===== config.mk =====
export PLATFORM = sky130hd
export DESIGN_NAME = auto_turn_seq
export DESIGN_NICKNAME = d
export VERILOG_FILES = /design/src/rtl/auto_turn_pkg.sv /design/src/rtl/ms_down_timer.sv /design/src/rtl/auto_turn_seq.sv
export SDC_FILE = /design/constraint.sdc
export NUM_CORES = 1
export LEC_CHECK = 0
export ABC_CLOCK_PERIOD_IN_PS = 4500
export CORE_AREA = 10 10 48 87
export CTS_BUF_LIST = sky130_fd_sc_hd__clkbuf_16
export DETAILED_ROUTE_END_ITERATION = 8
export DIE_AREA = 0 0 58 97
export GPL_TIMING_DRIVEN = 0
export SLEW_MARGIN = 20
export SYNTH_ARGS = -nofsm -noshare
export SYNTH_HDL_FRONTEND = slang
export SYNTH_SLANG_ARGS = --single-unit

===== constraint.sdc =====
create_clock -name clk_ms -period 4.5 [get_ports clk_ms]
set_input_delay 0.675 -clock clk_ms [delete_from_list [all_inputs] [get_ports clk_ms]]
set_output_delay 0.675 -clock clk_ms [all_outputs]
set_load 0.02 [all_outputs]

===== src/rtl/auto_turn_pkg.sv =====
// Shared types and constants for the timed-turn sequencer.
package auto_turn_pkg;

  typedef enum logic [1:0] {
    IDLE   = 2'd0,
    TURN   = 2'd1,
    SETTLE = 2'd2,
    DONE   = 2'd3
  } turn_state_e;

  localparam int MODE_DIR = 0;
  localparam int MODE_180 = 1;

  localparam logic [1:0] LEFT90   = 2'b00;
  localparam logic [1:0] RIGHT90  = 2'b01;
  localparam logic [1:0] LEFT180  = 2'b10;
  localparam logic [1:0] RIGHT180 = 2'b11;

endpackage


===== src/rtl/ms_down_timer.sv =====
// Loadable millisecond down-counter; holds at zero and flags it combinationally.
module ms_down_timer #(
  parameter int CNT_W = 12
) (
  input  logic             clk_ms,
  input  logic             rst_n,
  input  logic             load,
  input  logic [CNT_W-1:0] load_val,
  input  logic             en,
  output logic             zero
);

  logic [CNT_W-1:0] cnt_q, cnt_d;

  always_comb begin
    cnt_d = cnt_q;
    if (load) begin
      cnt_d = load_val;
    end else if (en && (cnt_q != '0)) begin
      cnt_d = cnt_q - CNT_W'(1);
    end
  end

  always_ff @(posedge clk_ms or negedge rst_n) begin
    if (!rst_n) begin
      cnt_q <= '0;
    end else begin
      cnt_q <= cnt_d;
    end
  end

  assign zero = (cnt_q == '0);

endmodule


===== src/rtl/auto_turn_seq.sv =====
// Timed-turn sequencer: drives one turn output for a mode-selected time, settles,
// then signals done over a four-phase req/done handshake.
module auto_turn_seq
  import auto_turn_pkg::*;
#(
  parameter int CNT_W     = 12,
  parameter int T90_MS    = 750,
  parameter int T180_MS   = 1500,
  parameter int SETTLE_MS = 250
) (
  input  logic       clk_ms,
  input  logic       rst_n,
  input  logic       req,
  input  logic [1:0] mode,
  output logic       turn_left,
  output logic       turn_right,
  output logic       busy,
  output logic       done
);

  localparam longint MAX_DUR = longint'(1) << CNT_W;

  generate
    if (T90_MS < 1 || longint'(T90_MS) > MAX_DUR) begin : g_bad_t90
      $error("auto_turn_seq: T90_MS out of range for CNT_W");
    end
    if (T180_MS < 1 || longint'(T180_MS) > MAX_DUR) begin : g_bad_t180
      $error("auto_turn_seq: T180_MS out of range for CNT_W");
    end
    if (SETTLE_MS < 1 || longint'(SETTLE_MS) > MAX_DUR) begin : g_bad_settle
      $error("auto_turn_seq: SETTLE_MS out of range for CNT_W");
    end
  endgenerate

  // Timer counts down to zero, so each phase loads its duration minus one.
  localparam logic [CNT_W-1:0] LD_T90    = CNT_W'(T90_MS - 1);
  localparam logic [CNT_W-1:0] LD_T180   = CNT_W'(T180_MS - 1);
  localparam logic [CNT_W-1:0] LD_SETTLE = CNT_W'(SETTLE_MS - 1);

  turn_state_e      state_q, state_d;
  logic             dir_q, dir_d;
  logic             turn_left_q, turn_right_q, busy_q, done_q;
  logic             t_load, t_en, t_zero;
  logic [CNT_W-1:0] t_val;

  ms_down_timer #(
    .CNT_W (CNT_W)
  ) u_timer (
    .clk_ms   (clk_ms),
    .rst_n    (rst_n),
    .load     (t_load),
    .load_val (t_val),
    .en       (t_en),
    .zero     (t_zero)
  );

  always_comb begin
    state_d = state_q;
    dir_d   = dir_q;
    t_load  = 1'b0;
    t_en    = 1'b0;
    t_val   = LD_T90;
    case (state_q)
      IDLE: begin
        if (req) begin
          state_d = TURN;
          dir_d   = mode[MODE_DIR];
          t_load  = 1'b1;
          t_val   = mode[MODE_180] ? LD_T180 : LD_T90;
        end
      end
      TURN: begin
        if (!req) begin
          state_d = IDLE;
        end else if (t_zero) begin
          state_d = SETTLE;
          t_load  = 1'b1;
          t_val   = LD_SETTLE;
        end else begin
          t_en = 1'b1;
        end
      end
      SETTLE: begin
        if (!req) begin
          state_d = IDLE;
        end else if (t_zero) begin
          state_d = DONE;
        end else begin
          t_en = 1'b1;
        end
      end
      DONE: begin
        if (!req) begin
          state_d = IDLE;
        end
      end
      default: state_d = IDLE;
    endcase
  end

  // Outputs decode the next state so they switch on the same edge as the FSM.
  always_ff @(posedge clk_ms or negedge rst_n) begin
    if (!rst_n) begin
      state_q      <= IDLE;
      dir_q        <= 1'b0;
      turn_left_q  <= 1'b0;
      turn_right_q <= 1'b0;
      busy_q       <= 1'b0;
      done_q       <= 1'b0;
    end else begin
      state_q      <= state_d;
      dir_q        <= dir_d;
      turn_left_q  <= (state_d == TURN) && !dir_d;
      turn_right_q <= (state_d == TURN) && dir_d;
      busy_q       <= (state_d == TURN) || (state_d == SETTLE);
      done_q       <= (state_d == DONE);
    end
  end

  assign turn_left  = turn_left_q;
  assign turn_right = turn_right_q;
  assign busy       = busy_q;
  assign done       = done_q;

endmodule


---- After elaboration in Yosys (flattened, before gate mapping) ----
Cells that the tools add are included.
cells by class
  reductions and logical operators ........ 10
  eq/ne operators ......................... 6
  multiplexer cells ....................... 23
  add/sub/neg operators ................... 1
operators with widths
  operator                                                              number
  12-bit 2-to-1 mux                                                     2
  11-bit 2-to-1 mux                                                     2
  11-bit one-hot mux with 2 select lines                                1
  10-bit 2-to-1 mux                                                     2
  12-bit zero test                                                      1
  2-bit 2-to-1 mux                                                      6
  12-bit nonzero test                                                   1
  12-bit by 1-bit subtractor with 12-bit output, second input constant  1
  2-bit == test, second input constant                                  4
  1-bit 2-to-1 mux                                                      8
  2-bit one-hot mux with 4 select lines                                 1
  2-bit by 1-bit == test with 1-bit output, second input constant       2
  1-bit logical AND                                                     3
  2-bit zero test                                                       1
  1-bit one-hot mux with 2 select lines                                 1
  2-bit nonzero test                                                    1
  2-bit OR reduction                                                    1
  1-bit zero test                                                       1
  1-bit logical OR                                                      1
storage, ports and cells
  logic and storage cells ................. 47
  bits in registers ....................... 19
  output and inout bits ................... 4
  bits of input ports ..................... 5

---- Logic depth before layout (Yosys ltp) ----
  depth in word-level cells ............... 7
  mapped depth ............................ 9

---- Modules after synthesis ----
From an unflattened synthesis, not the netlist that was laid out.
second synthesis, totals
  cell total of the unflattened synthesis .. 134
  area total of the unflattened synthesis .. 1214.9 sq um
by module, submodules not included
  module         sequential area each (sq um)  cells an instance  area each (sq um)  instances
  ms_down_timer  300.3                         89                 798.3              1
  auto_turn_seq  175.2                         45                 416.6              1

---- Worst setup path after synthesis ----
Ideal clock, no wire load.
  path kind ............................... reg2reg
  start point ............................. register u_timer.cnt_q[5]
  end point ............................... register u_timer.cnt_q[2]
  data arrival time ....................... 2290 ps
  required time ........................... 4379 ps
  stages on the path, launching flop included .. 8
  path buffers ............................ 2
  slack ................................... 2089 ps
  clock period less this slack ............ 2411 ps
  cell sequence ........................... dfrtp_1 -> or4_1 -> buf_2 -> or4_4 -> buf_6 -> a31o_2 -> o22a_1 -> o22a_1
on the way
  word-level cells in the longest chain between the ends .. 6
  elaborated cells between the ends (all ways) .. 14
  classes of those cells .................. mux (10); reduce/logical (4)
ends and longest elaborated chain
  item                                 line                                      source
  start, declared                      ms_down_timer.sv:13                       logic [CNT_W-1:0] cnt_q, cnt_d;
  start signal, assigned               ms_down_timer.sv:28                       cnt_q <= cnt_d;
  12-bit zero test                     ms_down_timer.sv:32                       assign zero = (cnt_q == '0);
  1-bit 2-to-1 mux                     auto_turn_seq.sv:75, auto_turn_seq.sv:86
  1-bit 2-to-1 mux                     auto_turn_seq.sv:73                       if (!req) begin
  1-bit 2-to-1 mux                     -
  1-bit logical AND                    ms_down_timer.sv:19                       end else if (en && (cnt_q != '0)) begin
  2-bit nonzero test (no source line)  -
Parallel ways exist; a longest one is shown, timed or not.
A chain may end at the register's enable or synchronous reset.

---- Worst setup path in the final report ----
  start point ............................. register u_timer.cnt_q[4]
  end point ............................... register u_timer.cnt_q[2]
Same word-level chain as after synthesis.

==> impl_metrics.py <==
metrics = {
    "outcome": {
        "status": "finished, final reports clean",
    },
    "worst_setup_path": {
        "critPathMostFrequentCell": "o22a_1",
        "crit_chain": "or4_1 > buf_2 > nor4_4 > nor2_1 > o22a_1 > o22a_1",
        "max_stage_delay_ps": 620,
        "crit_type": "register to register",
        "cp-start-kind": "register",
        "endpoint_kind": "register",
        "arrival_ps": 2790,
        "r2r_setup_slack_ps": 1850,
        "required_ps": 4640,
        "crit_slowest_cell": "nor4_4",
        "cp_max_fo": 9,
    },
    "timing": {
        "slew_viol_final": 0,
        "finalCritPeriodShare_pct": 58.89,
        "slew_headroom_pct": 42.72,
        "finalSetupViolCount": 0,
        "hold_violations": 0,
        "worstMarginPinSlew_ps": 856.5,
        "setup_tns_ps": 0,
        "max_freq_ghz": 0.3774,
        "rsz0062_at_grt": "false",
        "period_needed_ps": 2650,
        "fin_worst_skew_ps": 5.303,
    },
    "layout": {
        "drive_gt1_share_pct": 8.333,
        "nets": 155,
        "fillers": 259,
        "multiInputGateArea_um2": 676.9,
        "n_antenna_cell": 0,
        "design_area_um2": 1413,
        "final_cell_mix": "dfrtp_1, nand2_1, nor2_1, clkdlybuf4s50_1, nor3_1",
        "layout_commonest_cell": "dfrtp_1",
        "seqCellArea_um2": 475.5,
        "syn_to_final_growth_pct": 16.39,
    },
    "power_and_ir_drop": {
        "p_sw_share_pct": 38.94,
        "power_leakage_nw": 0.5775,
        "p_clk_share_pct": 24.0,
        "seqPwrFrac_pct": 34.2,
        "power.share.combinational_pct": 41.8,
        "peakVddDrop_v": 0.0003402,
        "p_switching_uw": 310.4,
        "pwr_density_cell_nw_per_um2": 564.3,
        "power.internal_uw": 486.8,
    },
    "routing": {
        "drt_iter0_markers": 30,
        "vias": 1079,
        "first_pass_iters": 4,
        "wl_per_cell_um": 17.29,
        "post-route-drc-count": 0,
        "drt.antenna.violating_nets": 0,
        "drt-total-wl_um": 2992,
        "routed_via_density": 6.237,
    },
    "clock_network": {
        "path_clk_slew_ps": 60,
        "clock_path_buffers": 2,
        "cts_tree": "yes",
        "cts_num_sinks": 19,
        "root_buffer": "clkbuf_16",
        "cts_setup_buffers": 0,
        "htreeDepth": 1,
        "clock_latency_ps": 260,
        "cts_made_buffers": 3,
        "cts_resized": 0,
        "ctsHoldBuffers": 0,
    },
    "grt": {
        "grt.total_usage_pct": 11.43,
        "grt_pass1_vias": 1159,
        "grt_first_pass_wirelength_um": 5237,
        "grt_max_degree": 20,
        "grt_overflow": 0,
        "antenna_found_initial": 0,
    },
    "floorplanning": {
        "num_io_pins": 9,
        "die_area_um2": 5626,
        "die_w_um": 58,
        "core-area_um2": 2770,
        "die_y_um": 97,
        "num_rows": 27,
        "start_util_pct": 43.81,
    },
    "logic_synthesis": {
        "syn_avg_cell_area_um2": 9.194,
        "yosysUniqueCellTypes": 41,
        "synthesis.nets": 142,
        "ys_async_sr_fraction_pct": 100.0,
        "yosysWarnings": 0,
        "yosys-top-cells-area": "dfrtp_1, ha_1, nand2_1",
        "synth_area_leader_cell": "dfrtp_1",
        "synth_ff_type": "dfrtp_1",
        "postSynthCellCount": 132,
        "synth_top_area_share_pct": 39.18,
        "ys_ff_latch": 19,
        "netlist_area_um2": 1214,
        "synth-edff-count": 0,
        "ys_seq_area_share_pct": 39.18,
    },
    "placed_design": {
        "place.gp.congestion": 0.8554,
        "hpwlAfterDp_um": 2294,
        "io_buffers": 8,
        "postPlaceCellArea_um2": 1330,
    },
    "flow_run": {
        "max-cap-violations": 0,
    },
    "worst_hold_path": {
        "hold_class": "register to register",
    },
}
cell families (layout without fill, tap and decap cells):
group	count (synthesis)	after routing	share of synthesized area [%]
buffers and inverters	14	26	5.051
AOI/OAI and AO/OA	30	30	18.45
and+or+nand+nor	55	55	25.57
DFF	19	19	39.18
adders and majority gates	5	5	5.155
muxes	1	1	0.8248
xor gates and xnor gates	8	8	5.773
metrics by stage:
step | util, % | cells | power (mW) | setup WS (ps) | hold slack [ps]
2_1_floorplan | - | 132 | 0.5095 | 2089 | 379.4
3_3_place_gp | 48.01 | 169 | 0.5924 | 1817 | 476.3
3_5_place_dp | 48.01 | 169 | 0.6069 | 1838 | 496.4
4_1_cts | 50.99 | 173 | 0.8007 | 1863 | 511.0
5_1_grt | 50.99 | 173 | 0.8561 | 1673 | 562.5
6_report | 50.99 | 173 | 0.7971 | 1850 | 506.8
layout make-up:
| class | instances | share of cell area, % |
|---|---|---|
| Sequential cell | 19 | 33.66 |
| Inverter | 6 | 1.594 |
| Timing Repair Buffer | 8 | 5.669 |
| Multi-Input combinational cell | 99 | 47.92 |
| Tap cell | 29 | 2.569 |
| Buffer | 8 | 2.746 |
| Clock buffer | 3 | 5.314 |
| Clock inverter | 1 | 0.5314 |
per-layer routing:
metal  GRT usage (%)  up-vias  routed length [µm]
met5               0        -                   0
met4           7.609        0                 137
met3           3.268       14                 145
met2           20.70       37                1617
met1           10.11      526                1091
li1                -      502                   -
critical path, delay by kind of cell, from the launching register on:
| family | cells | cell delay (ps) |
|---|---|---|
| simple gates | 3 | 1420 |
| buf+inv | 1 | 180 |
| flops | 1 | 460 |
| compound gates | 2 | 460 |
state kept, by name, summed over array words and instances (netlist names):
signal         flops
u_timer.cnt_q     12
state_q            2
busy               1
dir_q              1
done               1
turn_left          1
turn_right         1
cells in the mapped netlist, types with 2 or more instances:
library cell and count:
and3_1 2, nand4_1 4, a31oi_1 3, clkbuf_1 6, dfrtp_1 19, xnor2_1 5
o22a_1 2, ha_1 5, nand4b_1 2, nand2_1 12, inv_1 6, o21a_1 2
a21oi_1 4, nor2_1 12, o21ai_0 5, xor2_1 3, or4_1 2, nand2b_1 3
nor4_1 2, a211oi_1 2, nor3_1 7, and2_1 4, a21o_1 2
worst paths after layout:
check,depth (start not counted),end,startpoint
worst max-delay path,6,u_timer.cnt_q[2]$_DFFE_PN0P_,u_timer.cnt_q[4]$_DFFE_PN0P_
worst min-delay path,2,dir_q$_DFF_PN0_,dir_q$_DFF_PN0_
worst max register to register,6,u_timer.cnt_q[2]$_DFFE_PN0P_,u_timer.cnt_q[4]$_DFFE_PN0P_
worst min register to register,2,dir_q$_DFF_PN0_,dir_q$_DFF_PN0_
max in group asynchronous,1,u_timer.cnt_q[9]$_DFFE_PN0P_,rst_n
min in group asynchronous,1,busy$_DFF_PN0_,rst_n
power groups by stage:
stage	clock, mW	combinational (mW)	sequential (mW)
after global placement	0	0.323	0.270
after CTS	0.195	0.336	0.270
final	0.191	0.333	0.273
after floorplan	0	0.231	0.278
after global routing	0.201	0.375	0.280
after detailed placement	0	0.334	0.273
Note: power is estimated with default switching activity, not from simulation.
